[config.mk]
export PLATFORM = sky130hd
export DESIGN_NAME = lcd_wb_feeder
export DESIGN_NICKNAME = d
export VERILOG_FILES = /design/src/rtl/lcd_wb_feeder.sv
export SDC_FILE = /design/constraint.sdc
export NUM_CORES = 1
export LEC_CHECK = 0
export CORE_MARGIN = 1.5
export CORE_UTILIZATION = 40
export CTS_CLUSTER_DIAMETER = 100
export DETAILED_ROUTE_END_ITERATION = 12
export MAX_ROUTING_LAYER = met4
export SLEW_MARGIN = 40
export SYNTH_ARGS = -nofsm -noshare
export SYNTH_HDL_FRONTEND = slang
export SYNTH_SLANG_ARGS = --single-unit
[constraint.sdc]
create_clock -name wb_clk_i -period 3.5 [get_ports wb_clk_i]
set_input_delay 0.35 -clock wb_clk_i [delete_from_list [all_inputs] [get_ports wb_clk_i]]
set_output_delay 0.35 -clock wb_clk_i [all_outputs]
set_load 0.05 [all_outputs]
[src/rtl/lcd_wb_feeder.sv]
// Wishbone master feeding the wb_lcd slave: buffers {cmd,byte} entries in a FIFO and
// issues one single write per entry to the LCD data or instruction register.
module lcd_wb_feeder #(
  parameter int               DAT_W     = 32,
  parameter int               ADR_W     = 8,
  parameter logic [ADR_W-1:0] DATA_ADDR = 8'h00,
  parameter logic [ADR_W-1:0] CMD_ADDR  = 8'h04,
  parameter int               DEPTH     = 16,
  parameter int               GAP_CYC   = 2,
  parameter int               TIMEOUT   = 1024
) (
  input  logic                     wb_clk_i,
  input  logic                     wb_rst_i,
  input  logic                     s_valid,
  output logic                     s_ready,
  input  logic [7:0]               s_data,
  input  logic                     s_cmd,
  output logic [ADR_W-1:0]         wbm_adr_o,
  output logic [DAT_W-1:0]         wbm_dat_o,
  output logic                     wbm_we_o,
  output logic                     wbm_cyc_o,
  output logic                     wbm_stb_o,
  input  logic                     wbm_ack_i,
  output logic                     busy,
  output logic [$clog2(DEPTH):0]   fifo_level,
  output logic                     err_timeout,
  input  logic                     err_clr
);

  localparam int PTR_W = $clog2(DEPTH);
  localparam int LVL_W = PTR_W + 1;
  localparam int TO_W  = (TIMEOUT > 1) ? $clog2(TIMEOUT) : 1;
  localparam int GP_W  = (GAP_CYC > 1) ? $clog2(GAP_CYC) : 1;

  localparam logic [TO_W-1:0]  TO_LAST  = TO_W'((TIMEOUT > 0) ? TIMEOUT - 1 : 0);
  localparam logic [GP_W-1:0]  GP_LAST  = GP_W'((GAP_CYC > 0) ? GAP_CYC - 1 : 0);
  localparam logic [LVL_W-1:0] FULL_LVL = LVL_W'(DEPTH);

  typedef enum logic [1:0] {
    ST_IDLE,
    ST_REQ,
    ST_GAP
  } state_t;

  // FIFO storage and bookkeeping
  logic [8:0]       mem_q [DEPTH];
  logic [PTR_W-1:0] wr_ptr_q, wr_ptr_d;
  logic [PTR_W-1:0] rd_ptr_q, rd_ptr_d;
  logic [LVL_W-1:0] level_q, level_d;
  logic             push;
  logic             pop;
  logic [8:0]       head;

  // Bus-side state, all outputs registered
  state_t           state_q;
  logic             cyc_q;
  logic [ADR_W-1:0] adr_q;
  logic [DAT_W-1:0] dat_q;
  logic [TO_W-1:0]  to_cnt_q;
  logic [GP_W-1:0]  gap_cnt_q;
  logic             err_q;
  logic             timeout_hit;

  // Full blocks a push even when a pop happens on the same edge.
  assign s_ready = (level_q != FULL_LVL);
  assign push    = s_valid & s_ready;
  assign pop     = (state_q == ST_IDLE) && (level_q != '0);
  assign head    = mem_q[rd_ptr_q];

  always_ff @(posedge wb_clk_i) begin
    if (push) begin
      mem_q[wr_ptr_q] <= {s_cmd, s_data};
    end
  end

  always_comb begin
    wr_ptr_d = wr_ptr_q;
    rd_ptr_d = rd_ptr_q;
    level_d  = level_q;
    if (push) begin
      wr_ptr_d = wr_ptr_q + 1'b1;
    end
    if (pop) begin
      rd_ptr_d = rd_ptr_q + 1'b1;
    end
    if (push && !pop) begin
      level_d = level_q + 1'b1;
    end else if (!push && pop) begin
      level_d = level_q - 1'b1;
    end
  end

  always_ff @(posedge wb_clk_i) begin
    if (wb_rst_i) begin
      wr_ptr_q <= '0;
      rd_ptr_q <= '0;
      level_q  <= '0;
    end else begin
      wr_ptr_q <= wr_ptr_d;
      rd_ptr_q <= rd_ptr_d;
      level_q  <= level_d;
    end
  end

  // An ack arriving on the last permitted cycle wins over the timeout.
  assign timeout_hit = (TIMEOUT != 0) && (state_q == ST_REQ) && !wbm_ack_i &&
                       (to_cnt_q == TO_LAST);

  always_ff @(posedge wb_clk_i) begin
    if (wb_rst_i) begin
      state_q   <= ST_IDLE;
      cyc_q     <= 1'b0;
      adr_q     <= '0;
      dat_q     <= '0;
      to_cnt_q  <= '0;
      gap_cnt_q <= '0;
      err_q     <= 1'b0;
    end else begin
      case (state_q)
        ST_IDLE: begin
          if (level_q != '0) begin
            adr_q    <= head[8] ? CMD_ADDR : DATA_ADDR;
            dat_q    <= DAT_W'(head[7:0]);
            cyc_q    <= 1'b1;
            to_cnt_q <= '0;
            state_q  <= ST_REQ;
          end
        end
        ST_REQ: begin
          if (wbm_ack_i) begin
            cyc_q     <= 1'b0;
            gap_cnt_q <= '0;
            state_q   <= (GAP_CYC == 0) ? ST_IDLE : ST_GAP;
          end else if (timeout_hit) begin
            cyc_q   <= 1'b0;
            state_q <= ST_IDLE;
          end else if (TIMEOUT != 0) begin
            to_cnt_q <= to_cnt_q + 1'b1;
          end
        end
        ST_GAP: begin
          if (gap_cnt_q == GP_LAST) begin
            state_q <= ST_IDLE;
          end else begin
            gap_cnt_q <= gap_cnt_q + 1'b1;
          end
        end
        default: begin
          cyc_q   <= 1'b0;
          state_q <= ST_IDLE;
        end
      endcase

      if (err_clr) begin
        err_q <= 1'b0;
      end else if (timeout_hit) begin
        err_q <= 1'b1;
      end
    end
  end

  assign wbm_adr_o   = adr_q;
  assign wbm_dat_o   = dat_q;
  assign wbm_cyc_o   = cyc_q;
  assign wbm_stb_o   = cyc_q;
  assign wbm_we_o    = cyc_q;
  assign busy        = (state_q != ST_IDLE) || (level_q != '0);
  assign fifo_level  = level_q;
  assign err_timeout = err_q;

endmodule

# --- Word-level counts from Yosys, hierarchy flattened ---
# Memories as Yosys holds them, arrays and structs flattened. A register that Yosys moved wholly into a read port is not among the register bits.
# Cells that the tools add are included.
op_classes:
  addsub: 6
  eq_ne: 10
  n_mux: 23
  bitwise: 2
  reduce_logical: 21
op_table:
  columns: ["op", "count"]
  rows:
  - ["10-bit 2-to-1 mux", 3]
  - ["10-bit one-hot mux with 2 select lines", 1]
  - ["10-bit by 1-bit adder with 10-bit output (second input constant)", 1]
  - ["10-bit equality test (second input constant)", 1]
  - ["5-bit 2-to-1 mux", 2]
  - ["4-bit by 1-bit adder with 4-bit output (second input constant)", 2]
  - ["2-bit 2-to-1 mux", 4]
  - ["4-bit 2-to-1 mux", 2]
  - ["2-bit inequality test (second input constant)", 4]
  - ["2-bit nonzero test", 4]
  - ["1-bit 2-to-1 mux", 7]
  - ["2-bit one-hot mux with 3 select lines", 1]
  - ["3-bit AND reduction", 2]
  - ["5-bit by 1-bit adder with 5-bit output (second input constant)", 1]
  - ["1-bit logical AND", 5]
  - ["5-bit inequality test (second input constant)", 1]
  - ["5-bit nonzero test", 1]
  - ["5-bit by 1-bit subtractor with 5-bit output (second input constant)", 1]
  - ["2-bit AND reduction", 2]
  - ["4-bit AND reduction", 1]
  - ["1-bit logical NOT", 3]
  - ["3-bit 2-to-1 mux", 1]
  - ["3-bit inequality test (second input constant)", 1]
  - ["1-bit one-hot mux with 3 select lines", 1]
  - ["other kinds (10)", 10]
totals:
  ff_bits: 44
  mem_bits_rw: 144
  output_inout_bits: 51
  wordCells: 73
  n_memories: 1
mem_list:
  columns: ["memory", "words", "word_bits", "read_ports", "rd_ports_with_merged_regs", "wr", "line", "source"]
  rows:
  - ["mem_q", 16, 9, 1, 1, 1, "46", "logic [8:0] mem_q [DEPTH];"]

# --- Logic depth before layout (Yosys ltp) ---
logic_depth:
  word_depth: 6
  ltp_mapped: 12
  ltp_nobuf: 11

# --- Worst setup path before layout ---
# No wires, ideal clock.
synth_timing:
  kind: "register to register"
  startpoint: "register level_q[0], in the netlist fifo_level[0]"
  endpoint: "register level_q[4], in the netlist fifo_level[4]"
  setup_time_ps: 123
  arrival_time_ps: 2842
  t_required_ps: 3377
  setup_slack_ps: 534
  path_stages_with_launch: 12
  cell_sequence: "dfxtp_1 > nor4_4 > a21boi_2 > inv_2 > buf_2 > ha_1 > inv_1 > ha_1 > a21o_1 > a21oi_1 > mux2i_1 > mux2_1"
synth_between:
  elab_chain_len: 5
synth_rtl:
  columns: ["item", "line", "source"]
  rows:
  - ["start: declaration", "49", "logic [LVL_W-1:0] level_q, level_d;"]
  - ["start signal: assignment", "101", "level_q <= level_d;"]
  - ["parallel branches: the longest is 5 deep, another holds 5-bit by 1-bit subtractor with 5-bit output", null, null]
# Several ways; the timed one is not identified. The select of a mux whose other input is x is not followed.
# A chain may end at the register's enable or synchronous reset.

# --- Worst setup path after layout ---
# Same ends and word-level chain as after synthesis.

==> reports/metrics.yaml <==
met1_usage: 0.197
tightest_slew_ns: 0.638
cp_slowest_cell: "nor4_4"
cp_max_fo: 17
end_kind: "flip-flop"
setup_viol: 0
outcome: "finished, final reports clean"
hold_start: "err_clr"
syn2layout_area_growth_pct: 14.8
antenna_left: 0
cts_buffers: 17
regToRegSetupSlack_ns: 0.43
worstPathArrival_ns: 3.38
max-cap-violations: 0
placeableCoreArea_um2: 18600
slowest_delay_ns: 0.44
vdd_ir_drop_max_mv: 0.304
htree_num_levels: 4
drc: 0
clk_latency_ns: 0.43
post_cts_buffers: 0
cts.sinks: 185
critPathRequiredTime_ns: 3.81
via_per_inst: 5.17
rsz0062_at_grt: "no"
gp_congestion: 0.798
relSlewSlack: 0.573
skew_ns: 0.0106
io_pins: 65
start_kind: "flip-flop"
postLayoutCoreUtil: 0.467
use_met3: 0.0319
grt_max_degree: 55
layout_common_cells: "edfxtp_1 (144), nor2_1 (49), mux2i_1 (40), dfxtp_1 (40), clkdlybuf4s50_1 (33)"
critPathBufInv: 2
p_per_area_nw_per_um2: 704
power_mw: 6.13
layout.nets: 579
synth_cell_type_count: 50
hold_violations: 0
fin_tns_setup_ns: 0
hp-class: "in -> reg"
root_buffer: "clkbuf_16"
met2_usage: 0.278
vias: 4135
clk_pin_slew_worst_paths_ns: 0.06
synth-edff-count: 144
io_buffers: 33
clk_path_buf_depth: 2
chipHeight_um: 141
ys_seq_area_frac: 0.678
cp-startpoint: "fifo_level[0]$_SDFFE_PP0P_"
cts_tree: "done"
wl_um: 14800
netlist_area_um2: 7590
grt_pass1_wl_um: 23400
grt.busiest_layer: "met2"
r2r_cells: 10
rr_startpoint: "fifo_level[0]$_SDFFE_PP0P_"
critPathKind: "reg -> reg"
yosys_warnings: 0
cp_top_family: "adder cells"
endpoint: "fifo_level[4]$_SDFFE_PP0P_"
ctsResizeCount: 0
hold_buffers: 0
synth-main-ff-cell: "edfxtp_1"
dp_hpwl_um: 9590
die_w_um: 141
fillers: 1605
min_period_over_period: 0.878
antenna_cells: 0
die_area_um2: 19800
drive_gt1_frac: 0.138
antenna_found_initial: 0
std_cell_rows: 50
track_usage: 0.165
async_flop_share: 0
avgSynthCellArea_um2: 15.1
dr.pass1.iters: 5
fmax_ghz: 0.325
initial_core_util: 0.407
postSynthCellCount: 504
worstSetupPathDepth: 10
critical_path.cell_chain: "nor4_4 > a21boi_4 > inv_2 > ha_1 > inv_1 > ha_1 > a21o_1 > a21oi_1 > mux2i_1 > mux2_1"
grt_overflow_total: 0
synth-seq-cells: 185
finalMaxSlewViolations: 0
crit_top_cell: "ha_1"
period_needed_ns: 3.07
leakagePower_nw: 2.88
layout_commonest_cell: "edfxtp_1"
drtIter0Drc: 302
grt_pass1_vias: 4155
r2r-end: "fifo_level[4]$_SDFFE_PP0P_"
avgRoutedWirePerCell_um: 18.5
kinds of logic after synthesis:
kind of cell	after synthesis	synth area share
other cells	1	0.000494
xor+xnor	15	0.0173
compound gates	61	0.0559
flops	185	0.678
buf+inv	62	0.0498
simple gates	109	0.0701
fa+ha+maj	12	0.0208
mux	59	0.108
per-layer routing:
metal,vias to the layer above,wire length (um)
li1,1930,-
met1,2081,6340
met2,112,7620
met3,12,671
met4,0,197
met5,-,0
layout make-up:
type,count,area (um^2),area share
clock buffers,23,510,0.0586
inverters,10,37.5,0.00431
well taps,234,293,0.0336
repair buffers,52,485,0.0557
flip-flops and latches,185,5150,0.591
clock inverters,9,46.3,0.00532
multi-input cells,287,2190,0.252
worst min-delay path by stage:
stage                                           end  depth (start not counted)  slack [ns]
after floorplan           wbm_adr_o[2]$_SDFFE_PP0P_                          1        0.42
after global placement     err_timeout$_SDFFE_PP0P_                          2        0.48
after detailed placement   err_timeout$_SDFFE_PP0P_                          2        0.51
after CTS                  err_timeout$_SDFFE_PP0P_                          2        0.48
after global routing       err_timeout$_SDFFE_PP0P_                          2        0.49
final                      err_timeout$_SDFFE_PP0P_                          2        0.49
state kept, by name, summed over array words and instances, names as in the netlist, 2 cells and up, named ones only:
name / count
wbm_dat_o: 8
rd_ptr_q: 4
to_cnt_q: 10
mem_q: 144
state_q: 2
wr_ptr_q: 4
fifo_level: 5
cell usage after synthesis (13+ instances only):
| cell | number | area (um^2) |
|---|---|---|
| a21oi_1 | 15 | 75.1 |
| buf_4 | 35 | 263 |
| dfxtp_1 | 41 | 821 |
| edfxtp_1 | 144 | 4320 |
| mux2i_1 | 40 | 400 |
| mux4_2 | 18 | 405 |
| nand2_1 | 17 | 63.8 |
| nor2_1 | 49 | 184 |
| nor3_1 | 14 | 70.1 |
| o22ai_1 | 18 | 113 |
| xor2_1 | 13 | 114 |
through the flow:
stage / instances / setup slack [ns] / hold WS, ns / area [um^2]
after detailed placement: 768 / 0.182 / 0.512 / 8140
after floorplan: 534 / 0.534 / 0.423 / 7700
after global placement: 768 / 0.334 / 0.483 / 8140
after global routing: 800 / 0.200 / 0.488 / 8710
final: 800 / 0.427 / 0.493 / 8710
after CTS: 800 / 0.172 / 0.484 / 8700
power breakdown:
group	total, mW	internal [mW]	leakage [nW]	switching (mW)
clock	1.77	1.02	0.291	0.748
combinational	1.72	0.620	0.951	1.10
sequential	2.64	2.52	1.64	0.123
total	6.13	4.16	2.88	1.97
Note: power is estimated with default switching activity, not from simulation.
